`src/rtl/alu_74382_serial_ctrl_if.sv`:
```
// Request/response handshake bundle for the serial 74382 controller.
// master = request source / response sink, slave = controller.
interface alu_74382_serial_ctrl_if #(
    parameter int WORD_W   = 16,
    parameter int SELECT_W = 3
);
    logic                req_valid;
    logic                req_ready;
    logic [SELECT_W-1:0] req_sel;
    logic                req_carry_in;
    logic [WORD_W-1:0]   req_a;
    logic [WORD_W-1:0]   req_b;
    logic                rsp_valid;
    logic                rsp_ready;
    logic [WORD_W-1:0]   rsp_result;
    logic                rsp_carry_out;
    logic                rsp_overflow;

    modport master (
        output req_valid, req_sel, req_carry_in, req_a, req_b, rsp_ready,
        input  req_ready, rsp_valid, rsp_result, rsp_carry_out, rsp_overflow
    );

    modport slave (
        input  req_valid, req_sel, req_carry_in, req_a, req_b, rsp_ready,
        output req_ready, rsp_valid, rsp_result, rsp_carry_out, rsp_overflow
    );
endinterface

```
`src/rtl/alu_74382_serial_ctrl.sv`:
```
// Runs a WORD_W-bit 74382 operation through one SLICE_W-bit ALU slice,
// LSB slice first, rippling the slice carry between cycles.
module alu_74382_serial_ctrl #(
    parameter  int WORD_W     = 16,
    parameter  int SLICE_W    = 4,
    localparam int SELECT_W   = 3,
    localparam int NUM_SLICES = WORD_W / SLICE_W
) (
    input  logic                clk,
    input  logic                rst_n,
    alu_74382_serial_ctrl_if.slave bus,
    output logic [SELECT_W-1:0] alu_sel,
    output logic                alu_carry_in,
    output logic [SLICE_W-1:0]  alu_port_a,
    output logic [SLICE_W-1:0]  alu_port_b,
    input  logic [SLICE_W-1:0]  alu_result,
    input  logic                alu_carry_out,
    input  logic                alu_overflow
);

    localparam int IDX_W = (NUM_SLICES > 1) ? $clog2(NUM_SLICES) : 1;
    localparam logic [IDX_W-1:0] LAST_IDX = IDX_W'(NUM_SLICES - 1);

    typedef enum logic [1:0] {
        IDLE,
        RUN,
        DONE
    } state_e;

    state_e              state_q;
    logic [IDX_W-1:0]    idx_q;
    logic                carry_q;
    logic [SELECT_W-1:0] sel_q;
    logic [WORD_W-1:0]   a_q;
    logic [WORD_W-1:0]   b_q;
    logic [WORD_W-1:0]   result_q;
    logic                cout_q;
    logic                ovf_q;
    logic                run;

    assign run = (state_q == RUN);

    // Slice datapath is combinational from registered state only
    assign alu_sel      = run ? sel_q : '0;
    assign alu_carry_in = run ? carry_q : 1'b0;
    assign alu_port_a   = run ? a_q[int'(idx_q)*SLICE_W +: SLICE_W] : '0;
    assign alu_port_b   = run ? b_q[int'(idx_q)*SLICE_W +: SLICE_W] : '0;

    assign bus.req_ready     = (state_q == IDLE);
    assign bus.rsp_valid     = (state_q == DONE);
    assign bus.rsp_result    = result_q;
    assign bus.rsp_carry_out = cout_q;
    assign bus.rsp_overflow  = ovf_q;

    always_ff @(posedge clk) begin
        if (!rst_n) begin
            state_q  <= IDLE;
            idx_q    <= '0;
            carry_q  <= 1'b0;
            sel_q    <= '0;
            a_q      <= '0;
            b_q      <= '0;
            result_q <= '0;
            cout_q   <= 1'b0;
            ovf_q    <= 1'b0;
        end else begin
            unique case (state_q)
                IDLE: begin
                    if (bus.req_valid) begin
                        sel_q   <= bus.req_sel;
                        a_q     <= bus.req_a;
                        b_q     <= bus.req_b;
                        carry_q <= bus.req_carry_in;
                        idx_q   <= '0;
                        state_q <= RUN;
                    end
                end
                RUN: begin
                    result_q[int'(idx_q)*SLICE_W +: SLICE_W] <= alu_result;
                    carry_q <= alu_carry_out;
                    idx_q   <= idx_q + 1'b1;
                    if (idx_q == LAST_IDX) begin
                        cout_q  <= alu_carry_out;
                        ovf_q   <= alu_overflow;
                        idx_q   <= '0;
                        state_q <= DONE;
                    end
                end
                DONE: begin
                    if (bus.rsp_ready) begin
                        state_q <= IDLE;
                    end
                end
                default: state_q <= IDLE;
            endcase
        end
    end

endmodule

```
`src/flat_wrapper.sv`:
```
// flat-port wrapper written by rule: the top's interface ports become plain ports
module alu_74382_serial_ctrl_flat 
#(
    parameter  int WORD_W     = 16,
    parameter  int SLICE_W    = 4,
    localparam int SELECT_W   = 3,
    localparam int NUM_SLICES = WORD_W / SLICE_W
)
  (clk, rst_n, alu_sel, alu_carry_in, alu_port_a, alu_port_b, alu_result, alu_carry_out, alu_overflow, bus_req_valid, bus_req_sel, bus_req_carry_in, bus_req_a, bus_req_b, bus_rsp_ready, bus_req_ready, bus_rsp_valid, bus_rsp_result, bus_rsp_carry_out, bus_rsp_overflow);
  alu_74382_serial_ctrl_if #(.WORD_W(WORD_W), .SELECT_W(3)) bus_i ();
  input  logic clk;
  input  logic rst_n;
  output logic [SELECT_W-1:0] alu_sel;
  output logic alu_carry_in;
  output logic [SLICE_W-1:0] alu_port_a;
  output logic [SLICE_W-1:0] alu_port_b;
  input  logic [SLICE_W-1:0] alu_result;
  input  logic alu_carry_out;
  input  logic alu_overflow;
  input wire logic [$bits(bus_i.req_valid)-1:0] bus_req_valid;
  input wire logic [$bits(bus_i.req_sel)-1:0] bus_req_sel;
  input wire logic [$bits(bus_i.req_carry_in)-1:0] bus_req_carry_in;
  input wire logic [$bits(bus_i.req_a)-1:0] bus_req_a;
  input wire logic [$bits(bus_i.req_b)-1:0] bus_req_b;
  input wire logic [$bits(bus_i.rsp_ready)-1:0] bus_rsp_ready;
  output wire logic [$bits(bus_i.req_ready)-1:0] bus_req_ready;
  output wire logic [$bits(bus_i.rsp_valid)-1:0] bus_rsp_valid;
  output wire logic [$bits(bus_i.rsp_result)-1:0] bus_rsp_result;
  output wire logic [$bits(bus_i.rsp_carry_out)-1:0] bus_rsp_carry_out;
  output wire logic [$bits(bus_i.rsp_overflow)-1:0] bus_rsp_overflow;
  assign bus_i.req_valid = bus_req_valid;
  assign bus_i.req_sel = bus_req_sel;
  assign bus_i.req_carry_in = bus_req_carry_in;
  assign bus_i.req_a = bus_req_a;
  assign bus_i.req_b = bus_req_b;
  assign bus_i.rsp_ready = bus_rsp_ready;
  assign bus_req_ready = bus_i.req_ready;
  assign bus_rsp_valid = bus_i.rsp_valid;
  assign bus_rsp_result = bus_i.rsp_result;
  assign bus_rsp_carry_out = bus_i.rsp_carry_out;
  assign bus_rsp_overflow = bus_i.rsp_overflow;
  alu_74382_serial_ctrl #(.WORD_W(WORD_W), .SLICE_W(SLICE_W)) u_core (.clk(clk), .rst_n(rst_n), .bus(bus_i), .alu_sel(alu_sel), .alu_carry_in(alu_carry_in), .alu_port_a(alu_port_a), .alu_port_b(alu_port_b), .alu_result(alu_result), .alu_carry_out(alu_carry_out), .alu_overflow(alu_overflow));
endmodule
```
`config.mk`:
```
export PLATFORM = sky130hd
export DESIGN_NAME = alu_74382_serial_ctrl_flat
export DESIGN_NICKNAME = d
export VERILOG_FILES = /design/src/rtl/alu_74382_serial_ctrl_if.sv /design/src/rtl/alu_74382_serial_ctrl.sv /design/src/flat_wrapper.sv
export SDC_FILE = /design/constraint.sdc
export NUM_CORES = 1
export LEC_CHECK = 0
export BUFFER_PORTS_ARGS = -buffer_cell sky130_fd_sc_hd__buf_2
export CAP_MARGIN = 20
export CORE_MARGIN = 2
export CORE_UTILIZATION = 42
export DETAILED_ROUTE_END_ITERATION = 7
export PLACE_DENSITY = 0.7
export SYNTH_ARGS = -nofsm -noshare
export SYNTH_HDL_FRONTEND = slang
export SYNTH_SLANG_ARGS = --single-unit
```
`constraint.sdc`:
```
create_clock -name clk -period 2.2 [get_ports clk]
set_input_delay 0.11 -clock clk [delete_from_list [all_inputs] [get_ports clk]]
set_output_delay 0.11 -clock clk [all_outputs]
set_load 0.03 [all_outputs]
```
==> results.cfg <==
[final_layout]
fin_util_pct = 53.2
final_cells = 442
n_fill_cell = 585
final_area_um2 = 3400
finalNetCount = 412
multi_input_area_um2 = 1470
area_delta_synth_final_pct = 21.4
drive_gt1_share_pct = 40.5
register_area_um2 = 1160
antenna_cells = 0

[sta]
tns_ps = 0
worst_pin_slew_ps = 452
setup_viol = 0
max_freq_ghz = 0.524
maxSlewHeadroom_pct = 69.8
finClkSkew_ps = 8.84
hold_viol_final = 0
layout_min_cycle_time_ps = 1910
maxSlewViolCount = 0
grt_setup_unrepaired = no
finalCritPeriodShare_pct = 86.7

[worst_setup_path]
crit_type = flop to output pin
critical_path_buf_inv_count = 2
critPathArrivalTime_ps = 1800
crit_family = flip-flops
crit_required_ps = 2090
cp_max_fo = 12
crit_chain = nor2b_4, buf_4, and2_1, buf_2
cp-start-kind = flop
cp_slowest_stage_delay_ps = 600
cp-end-kind = output pin
slowest_stage = dfxtp_1

[floorplan]
rows = 29
fp.coreArea_um2 = 6390
fp.dieW_um = 85.6
dieArea_um2 = 7330
io_pins = 78
start_util_pct = 43.8
die_h_um = 85.6

[global_routing]
use_met3_pct = 3.37
grt_usage_pct = 17.9
grt-ovfl-total = 0
grtUsageMet2_pct = 31.3
busiest_layer = met2
use_met1_pct = 21.1
antenna_found_initial = 0
grt_max_degree = 36
grt_pass1_wl_mm = 10.3
grt_pass1_vias = 2267

[synthesis]
synth_warnings = 0
async_flop_share_pct = 0
syn_area_per_cell_um2 = 9.89
syn_inst = 283
synth_cell_types = 38
ys_seq_area_share_pct = 41.5
synth_area_um2 = 2800
ys_top_cells_by_area = dfxtp_1, a21boi_2, nand2_1
synth_top_area_share_pct = 41.5
synth-edff-count = 0
synth_top_cell_by_area = dfxtp_1
ys_ff_latch = 58
ys.flop_type = dfxtp_1
syn-num-nets = 335

[placement]
place.gp.congestion = 0.734
hpwl_mm = 4.35
io_buffers = 77
post_dp_cell_area_um2 = 3190
dp_cells = 426

[clock_network]
clock_path_buffers = 2
clockRootBuffer = clkbuf_8
cts_resized = 0
htreeDepth = 3
cts_setup_buffers = 0
numCtsBuffers = 9
clk_pin_slew_ps = 70
ctsHoldBuffers = 0
cts_tree = yes
clk-insertion-delay-late_ps = 330
clock_sinks = 58

[run]
drv_cap = 0

[detailed_routing]
wl_per_cell_um = 14.0
drc_errors = 0
wirelength_mm = 6.17
vias = 2238
drt_iter0_markers = 64
drt_first_pass_iters = 4
vias_per_cell = 5.06
drtAntennaViolNets = 0

[power]
ir_drop_mv = 0.435
total_power_mw = 2.44
power.density_nw_per_um2 = 718
p_leak_nw = 1.45

[worst_hold_path]
min_path_type = primary input to flop

[outcome]
status = finished clean
[worst paths after layout]
kind / depth (start not counted) / startpoint / slack, ps / end
worst max-delay path: 4 / u_core.state_q[0] / 290 / alu_port_a[2]
worst min register to register: 2 / u_core.bus.rsp_result[0] / 460 / u_core.bus.rsp_result[0]
worst min-delay path: 3 / bus_req_a[9] / 20 / u_core.a_q[9]
worst max register to register: 4 / u_core.state_q[0] / 570 / u_core.bus.rsp_result[10]
[per-layer routing]
layer | share of wire, % | vias up
li1 | - | 1126
met1 | 45 | 1054
met2 | 48 | 49
met3 | 4.6 | 9
met4 | 1.9 | 0
met5 | 0 | -
[cell type report]
cell class                      count  area share [%]
Clock inverter                      5            1.55
Clock buffer                       11            4.46
Multi-Input combinational cell    201            43.2
Inverter                            4           0.442
Timing Repair Buffer               86            13.3
Sequential cell                    58            34.2
Tap cell                           77            2.84
[stage by stage]
stage          hold WS (ps)  setup WS, ps
3_3_place_gp            362           662
6_report               17.2           292
3_5_place_dp            365           585
2_1_floorplan           243           443
5_1_grt                26.8           173
4_1_cts                6.06           270
[cells in the final DEF, fill, tap and decap left out, drive strengths merged, types with 3 or more instances in the layout]
| cell type | count |
|---|---|
| nand4 | 4 |
| dfxtp | 58 |
| nand2 | 86 |
| clkinv | 3 |
| buf | 86 |
| inv | 4 |
| o22ai | 4 |
| a21boi | 46 |
| a22o | 8 |
| clkbuf | 11 |
| nand3 | 3 |
| mux4 | 8 |
| ha | 6 |
| nor2 | 3 |
| nor3b | 4 |
| and2 | 12 |
[synth_stat cells, drive strengths merged, types with 2 or more instances]
library cell,number
and4,2
ha,6
and2,12
nand3b,2
nand4,4
dfxtp,58
nor4b,2
nor2,3
a21boi,46
nand2,86
buf,12
a22o,8
nand3,3
inv,4
o22ai,4
mux4,8
nor3b,4
clkbuf,8
[power breakdown]
part           total (mW)  switching, mW  internal (mW)
Clock               0.993          0.415          0.578
Sequential           1.12         0.0277           1.10
Combinational       0.320          0.176          0.144
Total                2.44          0.619           1.82
[sequential cells by signal, summed over array words and instances (netlist names)]
signal                    count
u_core.state_q                2
u_core.b_q                   16
u_core.bus.rsp_result        16
u_core.carry_q                1
u_core.sel_q                  3
u_core.bus.rsp_carry_out      1
u_core.bus.rsp_overflow       1
u_core.a_q                   16
u_core.idx_q                  2
[worst reg2reg max path: cells and delay by family (launching register included)]
kind / cells / cell delay, ps
compound gates: 1 / 160
flops: 1 / 600
buf+inv: 1 / 210
simple gates: 2 / 600
[cells by family (layout without fill, tap and decap cells)]
group / after synthesis / count (layout) / synth area share [%]
adder cells (fa/ha/maj): 6 / 6 / 2.68
buffers and inverters: 24 / 106 / 6.08
AND/OR/NAND/NOR: 125 / 125 / 22.1
flip-flops: 58 / 58 / 41.5
multiplexers: 9 / 9 / 7.07
AO/OA/AOI/OAI: 61 / 61 / 20.5
No activity file was read; power rests on OpenSTA's default activity.
